File: src/rtl/vram_painter.sv
// Rectangle-fill engine for the 100x75 RGB444 canvas RAM: clips a command to the canvas and
// emits one write per cycle. Define PAINTER_CLEAR_EN to add the cmd_clear full-canvas fill.
module vram_painter #(
  parameter int unsigned CANVAS_W = 100,
  parameter int unsigned CANVAS_H = 75
) (
  input  logic        pclk,
  input  logic        rst,
  input  logic        cmd_valid,
  output logic        cmd_ready,
  input  logic [6:0]  cmd_x0,
  input  logic [6:0]  cmd_y0,
  input  logic [6:0]  cmd_x1,
  input  logic [6:0]  cmd_y1,
`ifdef PAINTER_CLEAR_EN
  input  logic        cmd_clear,
`endif
  input  logic [11:0] cmd_color,
  output logic        we,
  output logic [14:0] waddr,
  output logic [11:0] wdata,
  output logic        busy,
  output logic        done
);

  localparam logic [14:0] RowStep  = 15'(CANVAS_W);
  localparam logic [14:0] ParkAddr = 15'(CANVAS_W * CANVAS_H);
  localparam logic [6:0]  XMax     = 7'(CANVAS_W - 1);
  localparam logic [6:0]  YMax     = 7'(CANVAS_H - 1);

  typedef enum logic [1:0] {StIdle, StSetup, StFill, StDone} state_e;

  state_e      state_q, state_d;
  logic [6:0]  x0_q, y0_q, x1_q, y1_q, x0_d, y0_d, x1_d, y1_d;
  logic [6:0]  x_q, y_q, x_d, y_d;
  logic [11:0] color_q, color_d;
  logic [14:0] base_q, base_d;
  logic        we_q, we_d;
  logic [14:0] waddr_q, waddr_d;
  logic [11:0] wdata_q, wdata_d;

  logic [6:0]  lx0, ly0, lx1, ly1;
  logic [6:0]  x1c, y1c;
  logic        empty;
  logic [14:0] row0;

  // Command fields as latched; a clear command substitutes the full canvas.
  always_comb begin
    lx0 = cmd_x0;
    ly0 = cmd_y0;
    lx1 = cmd_x1;
    ly1 = cmd_y1;
`ifdef PAINTER_CLEAR_EN
    if (cmd_clear) begin
      lx0 = '0;
      ly0 = '0;
      lx1 = XMax;
      ly1 = YMax;
    end
`endif
  end

  assign x1c   = (x1_q > XMax) ? XMax : x1_q;
  assign y1c   = (y1_q > YMax) ? YMax : y1_q;
  assign empty = (x0_q > x1c) || (y0_q > y1c);
  assign row0  = 15'(y0_q) * RowStep;

  always_ff @(posedge pclk) begin
    if (!rst) begin
      state_q <= StIdle;
      x0_q    <= '0;
      y0_q    <= '0;
      x1_q    <= '0;
      y1_q    <= '0;
      x_q     <= '0;
      y_q     <= '0;
      color_q <= '0;
      base_q  <= '0;
      we_q    <= 1'b0;
      waddr_q <= ParkAddr;
      wdata_q <= '0;
    end else begin
      state_q <= state_d;
      x0_q    <= x0_d;
      y0_q    <= y0_d;
      x1_q    <= x1_d;
      y1_q    <= y1_d;
      x_q     <= x_d;
      y_q     <= y_d;
      color_q <= color_d;
      base_q  <= base_d;
      we_q    <= we_d;
      waddr_q <= waddr_d;
      wdata_q <= wdata_d;
    end
  end

  // x_q/y_q/base_q always describe the pixel currently on the write port.
  always_comb begin
    state_d = state_q;
    x0_d    = x0_q;
    y0_d    = y0_q;
    x1_d    = x1_q;
    y1_d    = y1_q;
    x_d     = x_q;
    y_d     = y_q;
    color_d = color_q;
    base_d  = base_q;
    we_d    = 1'b0;
    waddr_d = ParkAddr;
    wdata_d = '0;
    unique case (state_q)
      StIdle: begin
        if (cmd_valid) begin
          x0_d    = lx0;
          y0_d    = ly0;
          x1_d    = lx1;
          y1_d    = ly1;
          color_d = cmd_color;
          state_d = StSetup;
        end
      end
      StSetup: begin
        if (empty) begin
          state_d = StDone;
        end else begin
          x_d     = x0_q;
          y_d     = y0_q;
          base_d  = row0;
          we_d    = 1'b1;
          waddr_d = row0 + 15'(x0_q);
          wdata_d = color_q;
          state_d = StFill;
        end
      end
      StFill: begin
        if (x_q != x1c) begin
          x_d     = x_q + 7'd1;
          we_d    = 1'b1;
          waddr_d = base_q + 15'(x_q) + 15'd1;
          wdata_d = color_q;
        end else if (y_q != y1c) begin
          x_d     = x0_q;
          y_d     = y_q + 7'd1;
          base_d  = base_q + RowStep;
          we_d    = 1'b1;
          waddr_d = base_q + RowStep + 15'(x0_q);
          wdata_d = color_q;
        end else begin
          state_d = StDone;
        end
      end
      StDone: state_d = StIdle;
      default: state_d = StIdle;
    endcase
  end

  always_comb begin
    cmd_ready = (state_q == StIdle);
    busy      = (state_q != StIdle);
    done      = (state_q == StDone);
  end

  assign we    = we_q;
  assign waddr = waddr_q;
  assign wdata = wdata_q;

endmodule

File: config.mk
export PLATFORM = sky130hd
export DESIGN_NAME = vram_painter
export DESIGN_NICKNAME = d
export VERILOG_FILES = /design/src/rtl/vram_painter.sv
export SDC_FILE = /design/constraint.sdc
export NUM_CORES = 1
export LEC_CHECK = 0
export CORE_MARGIN = 2
export CORE_UTILIZATION = 55
export DETAILED_ROUTE_END_ITERATION = 10
export GPL_ROUTABILITY_DRIVEN = 1
export HOLD_SLACK_MARGIN = 0.05
export PLACE_DENSITY_LB_ADDON = 0.12
export SETUP_SLACK_MARGIN = 0.4
export SYNTH_ARGS = -nofsm -noshare
export SYNTH_HDL_FRONTEND = slang
export SYNTH_SLANG_ARGS = --single-unit
File: constraint.sdc
create_clock -name pclk -period 4.5 [get_ports pclk]
set_input_delay 0.675 -clock pclk [delete_from_list [all_inputs] [get_ports pclk]]
set_output_delay 0.675 -clock pclk [all_outputs]
set_load 0.03 [all_outputs]
After elaboration in Yosys (flattened, before gate mapping)

Cells that the tools add are included.
Widths: inputs -> output; s select.

Register bits after elaboration: 99
Input bits: 43
Output and inout bits: 31
Logic and storage cells: 74

Add/sub/neg operators: 7
Multipliers: 1
Magnitude comparators: 4
Equal/unequal tests: 11
Mux-type cells: 31
Reduce and logical (&&, ||, !) cells: 8

Operator list:

| operator              | number |
|---|---|
| $mux 15               | 6 |
| $pmux 15 s2           | 2 |
| $mux 7                | 8 |
| $mux 12               | 3 |
| $add 15x7->15         | 2 |
| $pmux 7 s2            | 2 |
| $pmux 12 s2           | 1 |
| $add 14x7->15         | 1 |
| $add 15x1->15 const B | 1 |
| $add 15x7->15 const B | 1 |
| $add 7x1->7 const B   | 2 |
| $gt 7x7->1            | 2 |
| $gt 7x7->1 const B    | 2 |
| $ne 7x7->1            | 2 |
| $mul 7x5->12 const B  | 1 |
| $ne 2x2->1 const B    | 5 |
| $pmux 2 s4            | 1 |
| $mux 2                | 3 |
| $reduce_and 3->1      | 2 |
| $eq 2x2->1 const B    | 2 |
| $mux 1                | 4 |
| $reduce_and 4->1      | 1 |
| $reduce_bool 2->1     | 2 |
| $ne 3x3->1 const B    | 1 |
| other kinds (5)       | 5 |

Logic depth before layout (Yosys ltp)

Depth in word-level cells: 6
Mapped depth: 15

Worst setup path after synthesis

OpenSTA, ideal clock, no wires.

Path kind: register -> register
From: register y0_q[3]
To: register waddr_q[14], in the netlist waddr[14]
Setup time: 0.074 ns
Arrival time: 3.153 ns
Setup slack: 1.273 ns
Stages on the path, launching flop included: 11
Cells stage by stage: dfxtp_1 -> ha_1 -> ha_1 -> fa_1 -> ha_1 -> a211oi_1 -> nor3b_1 -> nor4_1 -> o2111ai_1 -> or3_1 -> a31oi_1

Word-level cells in the longest chain between the ends: 4

Ends and longest elaborated chain:

| element                                           | line    | source |
|---|---|---|
| from (decl)                                       | 34      | `logic [6:0] x0_q, y0_q, x1_q, y1_q, x0_d, y0_d, x1_d, y1_d;` |
| from (signal assigned)                            | 85      | `y0_q <= y0_d;` |
| $mul 7x5->12 or $gt 7x7->1 (tied branches)        | 66, 65  |  |
| $add 14x7->15 or $logic_or 1x1->1 (tied branches) | 131, 65 |  |
| $mux 15 *                                         | 124     | `if (empty) begin` |
| $pmux 15 s2 *                                     | 112     | `unique case (state_q)` |
| to (signal assigned)                              | 80      | `waddr_q <= ParkAddr;` |
| to (signal assigned)                              | 93      | `waddr_q <= waddr_d;` |
| to (decl)                                         | 39      | `logic [14:0] waddr_q, waddr_d;` |

Mark *: on every way between the ends. The rest lies on a longest branch, timed or not.
A chain may end at the register's enable or synchronous reset.

Worst setup path after layout

From: register y0_q[2]
To: register waddr_q[12], in the netlist waddr[12]

The elaborated chain is that of the path after synthesis.

==> impl_metrics.toml <==
[timing]
hold_viol = 0
fin_crit_ns = 3.62
skew_ns = 0.00793
rsz0062_at_grt = "no"
fmax_mhz = 276
setup_violations = 0
fin_crit_sh_pct = 80.5
worst_pin_slew_ns = 0.913
finalWorstSetupSlack_ns = 0.880
drv_slew = 0
relSlewSlack_pct = 39.1
fin_tns_setup_ns = 0

[logic_synthesis]
synth_adder_area_share_pct = 13.2
synth_compound_area_share_pct = 22.0
synth_mux_area_share_pct = 2.31
synth_nets = 930
synthArstFlopShare_pct = 0
synth_seq_cells = 97
synth_cell_types = 71
synth-edff-count = 0
yosysWarnings = 0
avgSynthCellArea_um2 = 7.98
synth_cells = 820
synth_ff_type = "dfxtp_1"
synthSimpleGateAreaFrac_pct = 20.5
seq_area_frac_synth_pct = 29.7
synth_top_family_by_area = "compound AO/OA/AOI/OAI gates"
synth_xor_area_share_pct = 7.07
synth.cell_area_um2 = 6550

[clock_tree]
cts_tree = "built"
clock_latency_ns = 0.35
clkSinkCount = 97
clk_pin_slew_ns = 0.07
cts_made_buffers = 9
ctsHoldBuffers = 0
cts_setup_buffers = 0
max-clock-path-buffers = 2
cts-htree-levels = 3
cts_root_buffer = "clkbuf_16"
cts_resized = 0

[worst_setup_path]
crit_chain = "ha_1, ha_1, fa_1, ha_1, a211oi_1, nor3b_1, nor4_1, o2111ai_1, xor2_1, a21oi_1, o311ai_0"
crit_path_end_kind = "flip-flop"
cp.required_ns = 4.71
worst-setup-path-type = "flip-flop to flip-flop"
critical-path-max-stage-delay_ns = 0.53
worst-path-max-fanout = 6
cp_slowest_cell = "nor4_1"
arrival_ns = 3.83
path_buf_inv = 0
path_delay_family = "adder cells"
crit_top_cell = "ha_1"
critPathLaunchType = "flip-flop"

[placement]
port_buffers = 73
dp_worst_setup_slack_ns = 0.894
place_congestion = 0.929
post_dp_cell_area_um2 = 7350
dp_hpwl_um = 12900

[global_routing]
grt_pass1_wl_um = 28900
grt-ovfl-total = 0
grt_pass1_vias = 5984
antenna_found_initial = 0
grtUsageTotal_pct = 28.1
grt_max_degree = 41

[routing]
drt_iter0_markers = 525
wirelength_um = 17700
vias = 6137
wl_per_cell_um = 17.4
dr.pass1.iters = 8
vias_per_cell = 6.03
postRouteAntennaNets = 0
drc = 2

[power_and_ir_drop]
ir_drop_mv = 0.330
p_per_area_nw_per_um2 = 583
power.leakage_nw = 2.97

[die]
io_pins = 74
die_h_um = 113
rows = 39
die_w_um = 113
die_area_um2 = 12800
initial_core_util_pct = 56.8
fp.coreArea_um2 = 11500

[cells_and_area]
syn_to_final_growth_pct = 16.7
num_antenna_cells = 0
drive_above_1_share_pct = 5.61
finish.utilization_pct = 66.4
fin_nets = 979
final_area_um2 = 7640

[outcome]
status = "complete, but fails checks"
violations = "DRC"

[worst_hold_path]
hp-class = "flip-flop to flip-flop"

[flow_run]
cap_violations = 0
stage by stage:
| step | power (mW) | std cells | hold WS [ns] |
|---|---|---|---|
| floorplan | 2.98 | 820 | 0.430 |
| global placement | 3.56 | 1001 | 0.434 |
| detailed placement | 3.64 | 1001 | 0.442 |
| CTS | 4.43 | 1017 | 0.454 |
| global route | 4.73 | 1017 | 0.471 |
| finish | 4.45 | 1017 | 0.455 |
layer usage:
| layer | routed length (µm) | global-route usage, % |
|---|---|---|
| met5 | 0 | 0 |
| met4 | 351 | 9.19 |
| met3 | 1060 | 5.89 |
| met2 | 8530 | 48.0 |
| met1 | 7750 | 35.5 |
power breakdown:
part | internal (mW) | switching (mW)
clock network | 0.403 | 0.368
logic | 0.912 | 1.51
registers | 1.03 | 0.225
registers in the layout (all words and copies together), names as in the netlist:
name     cells
base_q      13
color_q     12
state_q      2
waddr       15
wdata       12
we           1
x0_q         7
x1_q         7
x_q          7
y0_q         7
y1_q         7
y_q          7
path summary, 6_finish.rpt:
kind               from         end  slack (ns)  depth (start not counted)
max             y0_q[2]   waddr[12]        0.88                         11
min          color_q[0]  color_q[0]        0.46                          2
max reg2reg     y0_q[2]   waddr[12]        0.88                         11
min reg2reg  color_q[0]  color_q[0]        0.46                          2
layout make-up:
| class | instances | area (µm²) |
|---|---|---|
| multi-input cells | 638 | 4260 |
| fillers | 996 | 3870 |
| well taps | 143 | 179 |
| repair buffers | 85 | 821 |
| clock buffers | 10 | 239 |
| clock inverters | 6 | 56.3 |
| flip-flops and latches | 97 | 1940 |
| inverters | 38 | 143 |
cell usage after synthesis, types with 2 or more instances:
cell type,n,share of area [%]
a211oi_1,19,2.2
or2_1,2,0.19
ha_1,64,12
nand3_1,24,1.8
dfxtp_1,97,30
nor3b_1,4,0.46
o21bai_1,4,0.46
o22ai_1,11,1.1
a2111oi_0,4,0.54
clkinv_1,2,0.11
xnor2_1,34,4.5
o2111ai_1,4,0.54
o21ai_1,2,0.15
fa_1,3,0.92
o32ai_1,8,1.1
o21a_1,2,0.23
nor2_1,45,2.6
nor3_1,22,1.7
a31oi_1,5,0.48
o31ai_1,9,1.0
a21o_1,6,0.69
nand2_1,139,8.0
mux2i_1,14,2.1
nor2b_1,3,0.29
nor4_1,4,0.38
nand4_1,4,0.38
nand2b_1,6,0.57
and2_1,17,1.6
inv_1,36,2.1
a211o_1,2,0.27
o311ai_0,4,0.54
a21bo_2,2,0.31
or3_1,6,0.57
xor2_1,17,2.3
clkbuf_1,34,1.9
a21oi_1,70,5.4
and3_1,3,0.29
nand3b_1,2,0.23
a22oi_1,4,0.46
o21ai_0,25,1.9
buf_6,2,0.34
buf_2,10,0.76
o221ai_1,5,0.67
o211ai_1,7,0.80
or2_2,7,0.67
cell families after synthesis:
| logic type | count (synthesis) |
|---|---|
| AND/OR/NAND/NOR | 292 |
| AO/OA/AOI/OAI | 212 |
| flip-flops | 97 |
| buffers and inverters | 85 |
| adder cells (fa/ha/maj) | 67 |
| XOR/XNOR | 52 |
| multiplexers | 15 |
cells in the final DEF, fill, tap and decap left out, drive strengths merged, types with 5 or more instances in the layout:
master	instances
a31oi	5
nand2	139
xnor2	35
clkbuf	10
a211oi	20
o32ai	9
o211ai	7
or2	9
a2111oi	5
or3	6
o22ai	11
and2	17
clkdlybuf4s50	73
nor2	45
o31ai	9
dfxtp	97
nor3	22
o221ai	5
o2111ai	5
nand3	24
xor2	17
a21o	6
nand2b	6
o21ai	27
a21oi	71
inv	40
o311ai	5
ha	64
buf	12
mux2i	14
worst min-delay path, stage by stage (launching register included):
cell	delay (ns)
dfxtp_1	0.31
nand2_1	0.05
a21oi_1	0.05
No activity file was read; power rests on OpenSTA's default activity.
